[config.mk]
export PLATFORM = sky130hd
export DESIGN_NAME = lsu_subword
export DESIGN_NICKNAME = d
export VERILOG_FILES = /design/src/rtl/lsu_subword.sv
export SDC_FILE = /design/constraint.sdc
export NUM_CORES = 1
export LEC_CHECK = 0
export CORE_MARGIN = 2
export CORE_UTILIZATION = 39
export CTS_CLUSTER_SIZE = 30
export DETAILED_ROUTE_END_ITERATION = 10
export GPL_ROUTABILITY_DRIVEN = 0
export PLACE_DENSITY = 0.87
export SLEW_MARGIN = 20
export SYNTH_ARGS = -nofsm -noshare
export SYNTH_HDL_FRONTEND = slang
export SYNTH_SLANG_ARGS = --single-unit
export TNS_END_PERCENT = 100
[constraint.sdc]
create_clock -name clk -period 1.6 [get_ports clk]
set_input_delay 0.32 -clock clk [delete_from_list [all_inputs] [get_ports clk]]
set_output_delay 0.32 -clock clk [all_outputs]
set_load 0.03 [all_outputs]
[src/rtl/lsu_subword.sv]
// Sub-word load/store unit: turns RV32I byte/half/word accesses into whole-word memory
// accesses, with extension on loads and read-modify-write on SB/SH. Option: LSU_MISALIGN_TRAP_EN.
module lsu_subword #(
  parameter int ADDR_W = 20
) (
  input  logic              clk,
  input  logic              reset_n,
  input  logic              req,
  input  logic              we,
  input  logic [2:0]        funct3,
  input  logic [31:0]       addr,
  input  logic [31:0]       wdata,
  output logic              ready,
  output logic              resp_valid,
  output logic [31:0]       rdata,
  output logic              fault,
  output logic [ADDR_W-1:0] mem_addr,
  output logic [31:0]       mem_din,
  output logic              mem_we,
  input  logic [31:0]       mem_dout
);

  // state  | meaning
  // IDLE   | ready, accept request; SW writes here directly
  // LOAD   | capture and extend mem_dout into rdata
  // RMW_RD | capture the target word for a sub-word store
  // RMW_WR | write the merged word back
  // RESP   | one-cycle completion pulse
  typedef enum logic [2:0] {S_IDLE, S_LOAD, S_RMW_RD, S_RMW_WR, S_RESP} state_t;

  state_t             state, state_nxt;
  logic [ADDR_W-1:0]  addr_q;
  logic [15:0]        wdata_q;
  logic [2:0]         funct3_q;
  logic [31:0]        merge_q;
  logic               illegal;
  logic               misalign;
  logic               bad;
  logic               unused_addr;

  assign unused_addr = ^addr[31:ADDR_W];

  always_comb begin
    illegal = we ? (funct3 > 3'd2)
                 : !(funct3 == 3'd0 || funct3 == 3'd1 || funct3 == 3'd2 ||
                     funct3 == 3'd4 || funct3 == 3'd5);
`ifdef LSU_MISALIGN_TRAP_EN
    misalign = ((funct3 == 3'd1 || funct3 == 3'd5) && addr[0]) ||
               (funct3 == 3'd2 && addr[1:0] != 2'b00);
`else
    misalign = 1'b0;
`endif
    bad = illegal || misalign;
  end

  function automatic logic [31:0] extend(input logic [31:0] d, input logic [2:0] f3);
    case (f3)
      3'd0:    extend = {{24{d[7]}}, d[7:0]};
      3'd1:    extend = {{16{d[15]}}, d[15:0]};
      3'd4:    extend = {24'd0, d[7:0]};
      3'd5:    extend = {16'd0, d[15:0]};
      default: extend = d;
    endcase
  endfunction

  always_comb begin
    state_nxt = state;
    mem_we    = 1'b0;
    mem_addr  = addr_q;
    mem_din   = (funct3_q == 3'd0) ? {merge_q[31:8], wdata_q[7:0]}
                                   : {merge_q[31:16], wdata_q[15:0]};
    case (state)
      S_IDLE: begin
        mem_addr = addr[ADDR_W-1:0];
        mem_din  = wdata;
        if (req) begin
          if (bad)                state_nxt = S_RESP;
          else if (!we)           state_nxt = S_LOAD;
          else if (funct3 == 3'd2) begin
            mem_we    = 1'b1;
            state_nxt = S_RESP;
          end else                state_nxt = S_RMW_RD;
        end
      end
      S_LOAD:   state_nxt = S_RESP;
      S_RMW_RD: state_nxt = S_RMW_WR;
      S_RMW_WR: begin
        mem_we    = 1'b1;
        state_nxt = S_RESP;
      end
      S_RESP:   state_nxt = S_IDLE;
      default:  state_nxt = S_IDLE;
    endcase
    // reset must kill a write even while the core holds an SW request in IDLE
    mem_we = mem_we && reset_n;
  end

  always_ff @(posedge clk or negedge reset_n) begin
    if (!reset_n) begin
      state    <= S_IDLE;
      addr_q   <= '0;
      wdata_q  <= '0;
      funct3_q <= '0;
      merge_q  <= '0;
      rdata    <= '0;
      fault    <= 1'b0;
    end else begin
      state <= state_nxt;
      case (state)
        S_IDLE: if (req) begin
          addr_q   <= addr[ADDR_W-1:0];
          wdata_q  <= wdata[15:0];
          funct3_q <= funct3;
          fault    <= bad;
        end
        S_LOAD:   rdata   <= extend(mem_dout, funct3_q);
        S_RMW_RD: merge_q <= mem_dout;
        default: ;
      endcase
    end
  end

  assign ready      = (state == S_IDLE);
  assign resp_valid = (state == S_RESP);

endmodule

Word-level counts from Yosys, hierarchy flattened
Cells that the tools add are included.
- bits in registers: 107
- input bits: 103
- equality and inequality tests: 12
- multiplexer cells: 15
- magnitude comparators: 1
- reductions and logical operators: 11
- operator list (kind ; number):
    case mux 32 bit (4 select lines) ; 1
    two-way mux 32 bit ; 1
    two-way mux 20 bit ; 1
    two-way mux 16 bit ; 1
    == test 3 bit (second input constant) ; 5
    two-way mux 3 bit ; 4
    == test 3 x 1 -> 1 bit (second input constant) ; 3
    == test 3 x 2 -> 1 bit (second input constant) ; 3
    logical NOT 3 bit ; 3
    case mux 3 bit (3 select lines) ; 1
    two-way mux 1 bit ; 5
    logical OR 1 bit ; 4
    greater-than comparator 3 x 2 -> 1 bit (second input constant) ; 1
    inequality test 2 bit (second input constant) ; 1
    case mux 1 bit (2 select lines) ; 1
    AND reduction 2 bit ; 1
    OR reduction 2 bit ; 1
    logical AND 1 bit ; 1
    logical NOT 1 bit ; 1

Logic depth before layout (Yosys ltp)
- depth in word-level cells: 11
- mapped depth: 6

Worst setup path after synthesis
OpenSTA, ideal clock, no wires.
- kind: register -> output
- from: register state[2]
- to: output port mem_din[11]
- data arrival time: 1.714 ns
- data required time: 1.280 ns
- path slack: -0.434 ns
- stages on the path, launching flop included: 7
- path through: dfrtp_1 > or3_1 > buf_2 > clkinv_2 > buf_6 > a21oi_1 > a21oi_1
- word-level cells in the longest chain between the ends: 2
- RTL lines (item ; RTL line ; RTL):
    start: declaration ; 31 ; state_t state, state_nxt;
    start signal: assignment ; 108 ; state <= state_nxt;
    logical NOT 3 bit ; 72 ; case (state)
    two-way mux 32 bit ; 72 ;
    end: declaration ; 18 ; output logic [31:0] mem_din,
No other way between the ends.

Worst setup path after layout
- from: register state[0]
- to: output port mem_din[8]
Same word-level chain as after synthesis.

==> metrics.txt <==
status complete, but fails checks; failing checks negative setup slack; CTS tree yes; number of synthesized flops with an enable pin 0; clk sinks ~100; ANT nets after route 0; Max transition margin around three fifths; WL/cell around 18 um; cells on worst reg2reg path 7; syn nets around 570; worst endpoint data arrival time approximately 1800 ps; clock-pin slew on the worst setup and hold paths 70 ps; initial DRC count between 200 and 300; vias per cell between 5 and 6; fin. max-slew vios 0; CP bufs+invs 2; Die X-Extent about 110 um; CTS root buffer clkbuf_16; final critical-path share of the clock period 132%; buffer levels on the longest clock path 2; pwr dens between 2000 and 2500 mW/mm^2; top cells by count, synth nand2_1 (156), dfrtp_1 (99), mux2_2 (51); Total Nets Final approximately 770; DP HPWL slightly below 10000 um; number of global-route vias before repair ~4200; share of the synthesized area in the top cell type between 50% and 60%; htree depth 3; YS warnings 0; Ports ~190; ys async rst share between 90% and 100%; Post-Syn Instances between 400 and 500; ratio of cells with drive above 1 in the final layout roughly two fifths; Final Hold Fails 0; Pre-antenna DRT Iters 4; worst endpoint required time about 1300 ps; clock latency on the worst-skew pair 350 ps; post-synthesis cell type count 31; Pleak roughly 3.6 nW; CP Cell Sequence or3_4, buf_12, nor2_1, a21oi_2, buf_4; Setup crit start kind register; Core Region approximately 0.012 mm^2; Cell Area, Placed slightly above 0.007 mm^2; largest net degree at the start of global routing 100; final setup fails a little over 90; worst hold path type input pin to async pin; final instance area ~0.0080 mm^2; initial antenna violation count 0; Synth area leaders dfrtp_1 (52%), nand2_1 (12%), mux2_2 (12%), mux2_4 (5.7%), a21oi_1 (3.5%); Max-cap violations 0; Final Critical Period ~2100 ps; Design Power approximately 19 mW; post-synthesis average cell area roughly 10 um^2; sequential fraction of the synthesis area a little over half; DIE AREA approximately 0.013 mm^2; Die Ht 114 um; Setup crit end kind output pin; Setup WS post-layout -513 ps; worst setup skew after layout between 10 and 15 ps; Crit-path slowest cell or3_4; vias 4163; FMAX approximately 470 MHz; n_diodes 0; count leader, synth nand2_1; Critical Path Fanout Max 34; #FFs+latches synth between 90 and 100; Max VDD drop 1.36 mV; WL final roughly 15000 um; critical path depth 5; Setup CP Type register to output pin; Top delay family on crit path simple AND/OR/NAND/NOR gates; row count 40; global route overflow 0; Primary FF master, synth dfrtp_1; initial core utilization around two fifths; CTS Buf Count 9; Area Overhead vs Synth 69.9%; first-pass GRT wire length approximately 21000 um; CP max stage delay roughly 480 ps; mapped cell area 0.00472 mm^2; area leader, netlist dfrtp_1; RSZ-0062 raised after global routing yes; Setup WS pre-CTS -298 ps; DRC 0; number of port buffers ~180; GRT Total Usage a little over a fifth; Worst Tran Pin Value ~580 ps
flip-flops by register name, summed over array words and instances (netlist names):
register and cells:
fault 1, merge_q 24, rdata 32, addr_q 20, funct3_q 3, wdata_q 16, state 3
metal layers:
layer | GRT usage, % | routed length (um) | vias up
met4 | 5.20 | 166 | 0
met2 | 36.5 | 7440 | 139
met1 | 26.4 | 6160 | 2056
met3 | 6.11 | 835 | 11
li1 | - | - | 1957
met5 | 0 | 0 | -
path summary, 6_finish.rpt:
path | startpoint | endpoint | slack (ps)
max | state[0] | mem_din[8] | -510
min | reset_n | merge_q[27] | 30
max reg2reg | state[1] | funct3_q[0] | -70
min reg2reg | addr_q[2] | addr_q[2] | 490
max in group asynchronous | reset_n | merge_q[19] | 1080
min in group clk | addr_q[2] | addr_q[2] | 490
cells by family after synthesis:
group / synth area share [%]
simple gates: 17.9
flops: 52.5
mux: 18.8
compound gates: 6.92
buf+inv: 3.87
report_power, final:
group / internal, mW / switching, mW
Clock: 1.57 / 0.923
Combinational: 5.24 / 6.46
Sequential: 3.75 / 0.697
cell type report:
| cell class | count | area (um^2) |
|---|---|---|
| Clock buffer | 11 | 243 |
| Timing Repair inverter | 1 | 8.76 |
| Tap cell | 147 | 184 |
| Fill cell | 894 | 3890 |
| Sequential cell | 99 | 2480 |
| Multi-Input combinational cell | 335 | 2660 |
| Clock inverter | 5 | 100 |
| Timing Repair Buffer | 223 | 2340 |
| Inverter | 1 | 16.3 |
through the flow:
stage / util [%] / setup TNS (ps) / std cells / hold slack (ps)
2_1_floorplan: - / -4940 / 465 / 24.4
3_3_place_gp: 60.7 / -23060 / 792 / 469
3_5_place_dp: 60.7 / -27040 / 792 / 481
4_1_cts: 65.3 / -28200 / 813 / 114
5_1_grt: 67.4 / -31290 / 822 / 122
6_report: 67.4 / -26570 / 822 / 26.7
placed cells by master (no fill, tap or decap), drive strengths merged, types with 2 or more instances in the layout:
cell type / instances
mux2: 72
a31oi: 16
bufinv: 3
nor2: 37
clkbuf: 15
clkinv: 4
nand2: 156
nor3: 2
dlygate4sd2: 33
nand2b: 2
nor4b: 2
dfrtp: 99
a21oi: 33
nor3b: 2
or3: 3
clkdlybuf4s50: 89
buf: 97
timing repair:
item,4_1_cts,5_1_grt
gates cloned,2,5
pin swaps,5,7
setup buffers,3,9
endpoints found under the setup margin,152,119
hold buffers,0,0
gates resized for setup,85,36
(Power assumes the default switching activity.)
